[config.mk]
export PLATFORM = sky130hd
export DESIGN_NAME = uart_rx_flow
export DESIGN_NICKNAME = d
export VERILOG_FILES = /design/src/rtl/uart_rx_flow.sv
export SDC_FILE = /design/constraint.sdc
export NUM_CORES = 1
export LEC_CHECK = 0
export CAP_MARGIN = 25
export CORE_ASPECT_RATIO = 1.75
export CORE_MARGIN = 2
export CORE_UTILIZATION = 30
export DETAILED_ROUTE_END_ITERATION = 6
export GPL_TIMING_DRIVEN = 1
export SLEW_MARGIN = 20
export SYNTH_ARGS = -nofsm -noshare
export SYNTH_HDL_FRONTEND = slang
export SYNTH_SLANG_ARGS = --single-unit
[constraint.sdc]
create_clock -name clk -period 2.4 [get_ports clk]
set_input_delay 0.48 -clock clk [delete_from_list [all_inputs] [get_ports clk]]
set_output_delay 0.48 -clock clk [all_outputs]
set_load 0.01 [all_outputs]
[src/rtl/uart_rx_flow.sv]
// UART receiver with a first-word-fall-through receive FIFO and RTS flow control.
// Optional: define UART_RX_BREAK_DETECT_EN to report all-zero frames on break_det.
module uart_rx_flow #(
  parameter int CLKS_PER_BIT  = 16,
  parameter int DATA_BITS     = 8,
  parameter int PARITY_MODE   = 0,
  parameter int FIFO_DEPTH    = 16,
  parameter int RTS_THRESHOLD = FIFO_DEPTH - 2
) (
  input  logic                          clk,
  input  logic                          rst,
  input  logic                          rx,
  output logic [DATA_BITS-1:0]          rx_data,
  output logic                          rx_valid,
  input  logic                          rx_ready,
  output logic                          rts_n,
  output logic                          rx_busy,
  output logic                          frame_error,
  output logic                          parity_error,
  output logic                          overrun_error,
  output logic                          break_det,
  output logic [$clog2(FIFO_DEPTH):0]   fifo_count
);

  localparam int AW   = $clog2(FIFO_DEPTH);
  localparam int CW   = AW + 1;
  localparam int CNTW = $clog2(CLKS_PER_BIT);
  localparam logic [CNTW-1:0] CNT_FULL = CNTW'(CLKS_PER_BIT - 1);
  localparam logic [CNTW-1:0] CNT_HALF = CNTW'(CLKS_PER_BIT / 2 - 1);
  localparam logic [3:0]      LAST_BIT = 4'(DATA_BITS - 1);
  localparam logic [CW-1:0]   DEPTH_C  = CW'(FIFO_DEPTH);
  localparam logic [CW-1:0]   RTS_TH   = CW'(RTS_THRESHOLD);

  typedef enum logic [2:0] {IDLE, START, DATA, PARITY, STOP} state_t;

  // Synchroniser and edge detector; all reset high to match an idle line.
  logic rx_meta, rx_s, rx_prev;
  logic rx_fall;

  // NOTE: sequential state uses non-blocking assignments so every flop samples pre-edge values.
  always_ff @(posedge clk or negedge rst) begin
    if (!rst) begin
      rx_meta <= 1'b1;
      rx_s    <= 1'b1;
      rx_prev <= 1'b1;
    end else begin
      rx_meta <= rx;
      rx_s    <= rx_meta;
      rx_prev <= rx_s;
    end
  end

  assign rx_fall = rx_prev & ~rx_s;

  state_t                 state, state_d;
  logic [CNTW-1:0]        cnt, cnt_d;
  logic [3:0]             bit_idx, bit_d;
  logic [DATA_BITS-1:0]   shreg, shreg_d;
  logic                   par_bad, par_bad_d;
  logic                   hold, hold_d;
  logic                   exp_par, is_break;
  logic                   push, perr_p, ferr_p, brk_p;

`ifdef UART_RX_BREAK_DETECT_EN
  logic par_bit;

  always_ff @(posedge clk or negedge rst) begin
    if (!rst)                                 par_bit <= 1'b0;
    else if (state == PARITY && cnt == CNT_FULL) par_bit <= rx_s;
  end

  // Break: every data bit, the parity bit (if any) and the stop bit sampled low.
  assign is_break = (shreg == '0) && !rx_s && (PARITY_MODE == 0 || !par_bit);
`else
  assign is_break = 1'b0;
`endif

  assign exp_par = (PARITY_MODE == 2) ? ~^shreg : ^shreg;

  always_ff @(posedge clk or negedge rst) begin
    if (!rst) begin
      state   <= IDLE;
      cnt     <= '0;
      bit_idx <= '0;
      shreg   <= '0;
      par_bad <= 1'b0;
      hold    <= 1'b0;
    end else begin
      state   <= state_d;
      cnt     <= cnt_d;
      bit_idx <= bit_d;
      shreg   <= shreg_d;
      par_bad <= par_bad_d;
      hold    <= hold_d;
    end
  end

  // NOTE: every output of this block gets a default first, so no path can infer a latch.
  always_comb begin
    state_d   = state;
    cnt_d     = cnt + 1'b1;
    bit_d     = bit_idx;
    shreg_d   = shreg;
    par_bad_d = par_bad;
    hold_d    = hold;
    push      = 1'b0;
    perr_p    = 1'b0;
    ferr_p    = 1'b0;
    brk_p     = 1'b0;
    unique case (state)
      IDLE: begin
        cnt_d     = '0;
        par_bad_d = 1'b0;
        hold_d    = 1'b0;
        if (rx_fall) state_d = START;
      end
      START: if (cnt == CNT_HALF) begin
        cnt_d   = '0;
        bit_d   = '0;
        state_d = rx_s ? IDLE : DATA;
      end
      DATA: if (cnt == CNT_FULL) begin
        cnt_d   = '0;
        shreg_d = {rx_s, shreg[DATA_BITS-1:1]};
        if (bit_idx == LAST_BIT) state_d = (PARITY_MODE == 0) ? STOP : PARITY;
        else                     bit_d   = bit_idx + 1'b1;
      end
      PARITY: if (cnt == CNT_FULL) begin
        cnt_d     = '0;
        par_bad_d = (rx_s != exp_par);
        state_d   = STOP;
      end
      STOP: begin
        if (hold) begin
          // Discarded frame: stay busy until the line returns to idle.
          cnt_d = '0;
          if (rx_s) state_d = IDLE;
        end else if (cnt == CNT_FULL) begin
          cnt_d = '0;
          if (is_break)     brk_p  = 1'b1;
          else if (par_bad) perr_p = 1'b1;
          else if (!rx_s)   ferr_p = 1'b1;
          else              push   = 1'b1;
          state_d = rx_s ? IDLE : STOP;
          hold_d  = !rx_s;
        end
      end
      default: state_d = IDLE;
    endcase
  end

  assign rx_busy = (state != IDLE);

  // Receive FIFO; a push into a full FIFO is accepted only alongside a pop.
  logic [DATA_BITS-1:0] mem [FIFO_DEPTH];
  logic [AW-1:0]        wptr, rptr;
  logic                 pop, full, push_ok;

  assign rx_valid = (fifo_count != '0);
  assign full     = (fifo_count == DEPTH_C);
  assign pop      = rx_valid & rx_ready;
  assign push_ok  = push & (~full | pop);
  assign rx_data  = mem[rptr];

  // NOTE: storage is left unreset; fifo_count gates rx_valid, so stale entries are never seen.
  always_ff @(posedge clk) begin
    if (push_ok) mem[wptr] <= shreg;
  end

  always_ff @(posedge clk or negedge rst) begin
    if (!rst) begin
      wptr          <= '0;
      rptr          <= '0;
      fifo_count    <= '0;
      rts_n         <= 1'b1;
      frame_error   <= 1'b0;
      parity_error  <= 1'b0;
      overrun_error <= 1'b0;
      break_det     <= 1'b0;
    end else begin
      if (push_ok) wptr <= wptr + 1'b1;
      if (pop)     rptr <= rptr + 1'b1;
      case ({push_ok, pop})
        2'b10:   fifo_count <= fifo_count + 1'b1;
        2'b01:   fifo_count <= fifo_count - 1'b1;
        default: fifo_count <= fifo_count;
      endcase
      rts_n         <= (fifo_count >= RTS_TH);
      frame_error   <= ferr_p;
      parity_error  <= perr_p;
      overrun_error <= push & full & ~pop;
      break_det     <= brk_p;
    end
  end

endmodule
Yosys cells after proc, flatten, opt, wreduce, memory -nomap -nowiden
Memory sizes are Yosys's and may differ from the RTL's.
Cells that the tools add are included.
Storage, ports and cells
  register bits: 41
  memory bits (writable): 128
  input port bits: 4
  output and inout port bits: 20
  word-level logic and storage cells: 107
  memories kept: 1
Cells by class
  add/sub/neg operators: 6
  order comparisons: 1
  equal/unequal tests: 19
  multiplexer cells: 41
  bitwise operators: 9
  reduce and logical (&&, ||, !) cells: 14
Memory list
  mem: words 16, width 8, rd ports 1, clocked after memory_dff 0, write ports 1, RTL line 155  | logic [DATA_BITS-1:0] mem [FIFO_DEPTH];
Operators by type and width (count)
  $mux 3: 9
  $mux 4: 6
  $mux 1: 19
  $add 4x1->4 const B: 4
  $pmux 4 s4: 1
  $pmux 3 s5: 1
  $ne 2x2->1 const B: 6
  $pmux 5 s2: 1
  $eq 4x3->1 const B: 2
  $pmux 4 s2: 1
  $reduce_bool 2->1: 4
  $reduce_xor 8->1: 1
  $reduce_and 7->1: 1
  $eq 3x2->1 const B: 2
  $ne 3x3->1 const B: 2
  $add 5x1->5 const B: 1
  $and 1x1->1: 5
  $eq 5x5->1 const B: 1
  $ge 5x4->1 const B: 1
  $reduce_bool 5->1: 1
  $sub 5x1->5 const B: 1
  $eq 4x4->1 const B: 1
  $pmux 1 s2: 2
  $reduce_and 2->1: 2
  other kinds (13): 15

Logic depth before layout (Yosys ltp)
Gate-level depths: netlist (run 1).
  depth in word-level cells: 8
  gate-level depth with buffers: 10
  depth with buffers taken out: 10

Least setup slack after synthesis (run 1)
No wires, ideal clock.
  path type: reg2reg
  start: reg fifo_count[2]
  end: reg fifo_count[4]
  arrival time: 2452 ps
  path slack: -133 ps
  stages on the path, launching flop included: 10
  buffers on the path: 0
  period minus slack after synthesis: 2533 ps
  cell sequence: dfrtp_1 > or4_4 > o21ai_4 > nor2_1 > fa_1 > a21o_1 > a21oi_1 > nor2_1 > a22oi_1 > xnor2_1
Between the ends
  cells in the longest elaborated chain, start to end: 6
RTL lines
  start: declaration: RTL line 22  | output logic [$clog2(FIFO_DEPTH):0] fifo_count
  start signal: assignment: RTL line 184  | 2'b10: fifo_count <= fifo_count + 1'b1;
  start signal: assignment: RTL line 185  | 2'b01: fifo_count <= fifo_count - 1'b1;
  start signal: assignment: RTL line 186  | default: fifo_count <= fifo_count;
  $reduce_bool 5->1 or $eq 5x5->1 (tied branches): RTL line 159, 160
  $and 1x1->1 or $not 1->1 (tied branches): RTL line 161, 162
  $or 1x1->1: RTL line 162  | assign push_ok = push & (~full | pop);
  $and 1x1->1: RTL line 162
  $eq 2x1->1 or $eq 2x2->1 (tied branches): RTL line 183  | case ({push_ok, pop})
  $pmux 5 s2 or $reduce_bool 2->1 (tied branches)
Parallel ways exist; a longest one is shown, timed or not.
A chain may end at the register's enable or synchronous reset.

Final worst setup path (run 1)
  start: reg rptr[0]
  end: out rx_data[7]
Between the ends
  cells in the longest elaborated chain, start to end: 1
RTL lines
  start: declaration: RTL line 156  | logic [AW-1:0] wptr, rptr;
  start signal: assignment: RTL line 182  | if (pop) rptr <= rptr + 1'b1;
  $mem_v2 16x8
  end: declaration: RTL line 13  | output logic [DATA_BITS-1:0] rx_data,
Every way passes these cells.

==> results of run 1 <==
==> cell type report <==
class | instances | area, um^2
Fill cell | 2204 | 14500
Sequential cell | 169 | 4880
Multi-Input combinational cell | 193 | 2070
Timing Repair Buffer | 77 | 726
Clock buffer | 18 | 429
Tap cell | 304 | 380
Clock inverter | 14 | 98.8
Inverter | 7 | 26.3
==> flip-flops by register name (all words and copies together), names as in the netlist <==
| register | count |
|---|---|
| parity_error | 1 |
| hold | 1 |
| rx_meta | 1 |
| overrun_error | 1 |
| cnt | 4 |
| rx_prev | 1 |
| shreg | 8 |
| mem | 128 |
| state | 3 |
| wptr | 4 |
| frame_error | 1 |
| rx_s | 1 |
| rts_n | 1 |
| bit_idx | 4 |
| rptr | 4 |
| fifo_count | 5 |
| par_bad | 1 |
==> repair_timing <==
item / in CTS / in global routing
pin swaps: 5 / 2
buffers inserted: 7 / 0
endpoints found under the hold margin: 0 / 0
hold buffers: 0 / 0
resized for setup: 44 / 7
endpoints found under the setup margin: 11 / 12
gates cloned: 2 / 0
==> layout by cell type, fill, tap and decap left out, types with 3 or more instances in the layout <==
cell type        count
and3_1               3
buf_12               4
buf_2                3
buf_4               45
buf_6               10
clkbuf_16           17
clkdlybuf4s50_1     12
clkinv_1             3
clkinvlp_4           3
dfrtp_1             36
dfstp_2              4
edfxtp_1           128
ha_1                 9
inv_1                7
inv_6                3
mux2_2              15
mux4_2              40
nand2_1             13
nand2b_1             4
nand3_1              7
nand4_1              3
nor2_1              25
nor2b_1              4
nor3_1               3
o21ai_0              9
xnor2_1             17
xor2_1               3
==> routing by layer <==
metal,up-vias,wire length (um)
met2,114,7780
met1,1906,5280
met5,-,0
met3,21,685
li1,1664,-
met4,0,322
==> worst max-delay path, delay by kind of cell, from the launching register on <==
kind / cells / cell delay (ns)
flip-flops: 1 / 0.41
buffers and inverters: 3 / 0.39
multiplexers: 2 / 1.02
==> logic make-up after synthesis <==
logic type,after synthesis
multiplexers,55
XOR/XNOR,20
adder cells (fa/ha/maj),11
AO/OA/AOI/OAI,27
flip-flops,169
other,1
buffers and inverters,26
AND/OR/NAND/NOR,79
==> power groups by stage <==
stage / clock network (uW) / logic (uW) / registers, uW
after CTS: 2490 / 2400 / 3370
after detailed placement: 0 / 2180 / 3440
after global routing: 2600 / 2580 / 3390
final: 2430 / 2360 / 3370
after floorplan: 0 / 1350 / 3440
after global placement: 0 / 2160 / 3430
==> through the flow <==
| stage | setup slack (ns) | setup TNS (ns) | hold slack (ns) |
|---|---|---|---|
| after global placement | -0.235 | -1.61 | 0.349 |
| after floorplan | -0.0239 | -0.0239 | 0.184 |
| after global routing | -0.381 | -3.10 | 0.0548 |
| after detailed placement | -0.255 | -1.76 | 0.352 |
| after CTS | -0.342 | -2.62 | 0.0297 |
| final | -0.317 | -2.44 | 0.0321 |
==> worst min-delay path by stage <==
stage,slack [ns],to,cells past startpoint,startpoint
CTS,0.03,fifo_count[2],1,rst
finish,0.03,wptr[0],1,rst
global placement,0.35,rx_s,0,rx_meta
detailed placement,0.35,rx_s,0,rx_meta
global route,0.05,wptr[0],1,rst
floorplan,0.18,bit_idx[0],0,rst
==> impl_metrics.ini, run 1 <==
[routing]
drtIter0Drc = 156
drc = 0
ant_nets = 0
wl_um = 14100
drt_pass1_iterations = 5
wl_per_cell_um = 18.0
vias_per_cell = 4.74
route.vias.total = 3705

[sta]
rsz0062_at_grt = yes
period_needed_ns = 2.72
slew_headroom_pct = 52.7
finalHoldViolCount = 0
clock_skew_ns = 0.0119
setup_viol = 9
finalCritPeriodShare_pct = 113
tightest_slew_ns = 0.710
fin_ws_ns = -0.317
fmax_mhz = 368
slew_viol_final = 0

[synth]
synth_top_family_by_area = multiplexers
synth_largest_area_cell = edfxtp_1
synth_compound_area_share_pct = 2.82
synth_fa_ha_area_share_pct = 2.07
syn_inst = 388
netlist_area_mm2 = 0.00701
synth_area_leaders = edfxtp_1 55%, dfrtp_1 13%, mux4_2 13%
ys_seq_elements = 169
synth_edf_count = 128
ys_warn_count = 0
ys.flop_type = edfxtp_1
post_synth_mux_area_share_pct = 15.3
synth-xor-area-share_pct = 2.50
synth_nets = 403
yosys-top-cells-count = 128 x edfxtp_1, 40 x mux4_2, 37 x dfrtp_1, 26 x nor2_1, 17 x xnor2_1
synth.top_cell.area_share_pct = 54.8
ys_async_sr_fraction_pct = 24.3
synth_cell_type_count = 48
synth_seq_area_share_pct = 69.5
avgSynthCellArea_um2 = 18.1
yosysMostFrequentCell = edfxtp_1
yosys.area_share.simple_pct = 6.19

[layout]
final_cell_area_mm2 = 0.00861
final_nets = 480
antennaDiodeCount = 0
fin_cells = 782
area_delta_synth_final_pct = 22.8
drive_above_1_share_pct = 35.4
fin_util_pct = 37.2

[global_routing]
gr-usage-met1_pct = 13.7
antenna_found_initial = 0
grt_util_met3_pct = 2.76
grt_max_degree = 35
grt_util_met2_pct = 22.6
grt_pass1_wl_um = 22400
top_usage_layer = met2
grt_pass1_vias = 3959
overflow = 0
track_usage_pct = 12.2

[die]
start_util_pct = 30.3
fp.coreArea_mm2 = 0.0231
fp-row-count = 74
die_w_um = 120
ios = 24
dieArea_mm2 = 0.0247
dieHeight_um = 206

[placed_design]
port_buffers = 22
dpl.hpwl_um = 9450
place_congestion = 0.769
placed_cell_area_mm2 = 0.00797
dpl.cell_count = 743

[cts]
cts_tree = yes
clk_pin_slew_worst_paths_ns = 0.07
clk_latency_ns = 0.42
cts_root_buf = clkbuf_16
h-tree-depth = 4
cts.sinks = 169
numCtsBuffers = 17
clockBufferDepth = 2

[power]
p_per_area_mw_per_mm2 = 948
power_uw = 8160
p_int_uw = 5910
p_clk_share_pct = 29.8
leakage_uw = 0.00306
p_sw_uw = 2250
vdd_drop_max_uv = 612
seqPwrFrac_pct = 41.3
p_sw_share_pct = 27.6
combPwrFrac_pct = 28.9

[setup_path]
worst_ep_arrival_time_ns = 2.24
reg2reg_slack_ns = -0.04
critPathKind = reg -> out
worstSetupStartpoint = rptr[0]
crit_path_cell_trace = buf_6 > buf_12 > mux4_2 > mux4_2 > buf_6
end_kind = output pin
crit_path_start_kind = register
endpoint = rx_data[7]
worstRegToRegCells = 10
timing.rr.end = fifo_count[4]
cpPeakStageDelay_ns = 0.51
r2r_start = fifo_count[0]
cp_max_fo = 8
crit_slowest_cell = mux4_2
required_ns = 1.92

[worst_hold_path]
hold_path_class = in -> async

[status]
outcome = finished, violations left
violations = negative setup slack

[flow_run]
maxCapViolations = 0
No activity file was read; power rests on OpenSTA's default activity.
==> run 2, diff against run 1 <==
--- a/config.mk
+++ b/config.mk
@@ -7,10 +7,11 @@
 export LEC_CHECK = 0
 export CAP_MARGIN = 25
 export CORE_ASPECT_RATIO = 1.75
-export CORE_MARGIN = 2
+export CORE_MARGIN = 10
 export CORE_UTILIZATION = 30
 export DETAILED_ROUTE_END_ITERATION = 6
 export GPL_TIMING_DRIVEN = 1
+export SKIP_CTS_REPAIR_TIMING = 1
 export SLEW_MARGIN = 20
 export SYNTH_ARGS = -nofsm -noshare
 export SYNTH_HDL_FRONTEND = slang
==> run 2 against run 1 <==
The run still ends with negative setup slack left. First-iteration DRC count up 37%. Count of clock-buffer cells in the layout rose by 1. Die area grew 22%. Core utilization up 0.38 points. Critical path type unchanged. Largest cell class unchanged. Worst hold slack got worse by 0.027 ns. Via count is 1.2% lower. Critical path depth rose by 1. Combinational power up 2%. Setup slack worse by 0.16 ns. Wire length is 0.69% lower.
==> impl_metrics.ini, run 2 (same netlist as run 1, synthesis figures left out) <==
[layout]
final_cell_mix = 128 x edfxtp_1, 53 x buf_4, 40 x mux4_2
final_common_cell = edfxtp_1
drive_above_1_share_pct = 36.1
largest_register_ff_count = 128
area_delta_synth_final_pct = 24.1
final_nets = 491
max_flop_register = mem
largestRegisters = mem x128, shreg x8, fifo_count x5
fin_util_pct = 37.6
final_cell_area_mm2 = 0.00870
antennaDiodeCount = 0

[sta]
setup_viol = 8
tightest_slew_ns = 0.643
setup_tns_ns = -3.26
clock_skew_ns = 0.0111
slew_viol_final = 0
slew_headroom_pct = 57.1
finalCritPeriodShare_pct = 120
rsz0062_at_grt = yes
fmax_mhz = 348
finalHoldViolCount = 0
fin_ws_ns = -0.474
period_needed_ns = 2.87

[global_routing]
grt_pass1_wl_um = 21700
track_usage_pct = 9.38
overflow = 0
antenna_found_initial = 0
grt_pass1_vias = 3839
grt_max_degree = 34

[setup_path]
critPathKind = reg -> out
cp_max_fo = 6
endpoint = rx_data[1]
timing.rr.end = fifo_count[4]
end_kind = output pin
worstSetupStartpoint = rptr[0]
required_ns = 1.92
reg2reg_slack_ns = 0.09
crit_path_start_kind = register
r2r_start = fifo_count[0]
worst_ep_arrival_time_ns = 2.39
worstRegToRegCells = 9

[cts]
cts.sinks = 169
clk_pin_slew_worst_paths_ns = 0.06
cts_root_buf = clkbuf_16
numCtsBuffers = 17
clk_latency_ns = 0.42
clockBufferDepth = 2
cts_tree = yes
h-tree-depth = 4

[status]
violations = negative setup slack
outcome = finished, violations left

[routing]
route.vias.total = 3661
vias_per_cell = 4.62
wl_per_cell_um = 17.6
wl_um = 14000
drt_pass1_iterations = 4
drtIter0Drc = 214
drc = 0
ant_nets = 0

[die]
fp.coreArea_mm2 = 0.0231
start_util_pct = 30.3
die_w_um = 136
fp-row-count = 74
dieArea_mm2 = 0.0301
ios = 24
dieHeight_um = 222

[placed_design]
pre_cts_ws_ns = -0.244
dpl.hpwl_um = 9610
place_congestion = 0.729
placed_cell_area_mm2 = 0.00798
port_buffers = 22

[power]
leakage_uw = 0.00315
vdd_drop_max_uv = 600
p_per_area_mw_per_mm2 = 948

[worst_hold_path]
hold_path_class = in -> async

[flow_run]
maxCapViolations = 0
-- run 2: area by class of cell --
| class | instances | area (um^2) |
|---|---|---|
| Fill cell | 2182 | 14500 |
| Tap cell | 304 | 380 |
| Sequential cell | 169 | 4880 |
| Multi-Input combinational cell | 193 | 2050 |
| Clock inverter | 12 | 93.8 |
| Clock buffer | 19 | 433 |
| Timing Repair Buffer | 88 | 838 |
| Inverter | 7 | 26.3 |
-- run 2: worst min path at each step --
stage,start,endpoint,depth (start not counted)
after floorplan,rst,bit_idx[0],0
after global placement,rx_meta,rx_s,0
after detailed placement,rx_meta,rx_s,0
after CTS,rst,fifo_count[1],1
after global routing,rst,fifo_count[1],1
final,rst,fifo_count[1],1
-- run 2: per-stage QoR --
step	hold WS [ns]	power (uW)	cells
2_1_floorplan	0.184	4790	388
3_3_place_gp	0.347	5590	745
3_5_place_dp	0.355	5610	745
4_1_cts	0.00953	8040	776
5_1_grt	0.0243	8650	792
6_report	0.00517	8240	792
-- run 2: per-layer routing --
metal  vias to the layer above  GRT usage, %  share of wire [%]
met5                         -             0                  0
met4                         0          3.31                1.4
met3                        16          1.94                3.2
met2                        77          17.3                 58
met1                      1880          10.2                 38
li1                       1688             -                  -
-- run 2: worst max-delay path, stage by stage (launching register included) --
cell	delay [ns]
dfrtp_2	0.48
buf_6	0.14
clkbuf_16	0.14
buf_8	0.10
mux4_2	0.47
mux4_2	0.50
buf_6	0.14
-- run 2: power breakdown --
group	total, uW	internal [uW]	leakage (uW)	switching, uW
Clock	2430	1330	0.000240	1100
Combinational	2410	1400	0.00118	1010
Sequential	3400	3260	0.00173	144
Total	8240	5990	0.00315	2250
==> run 3, diff against run 2 <==
--- a/config.mk
+++ b/config.mk
@@ -9,6 +9,7 @@
 export CORE_ASPECT_RATIO = 1.75
 export CORE_MARGIN = 10
 export CORE_UTILIZATION = 30
+export CTS_CLUSTER_DIAMETER = 100
 export DETAILED_ROUTE_END_ITERATION = 6
 export GPL_TIMING_DRIVEN = 1
 export SKIP_CTS_REPAIR_TIMING = 1
==> results of run 3 <==
Final layout, timing and power as in run 2 (identical DEF).
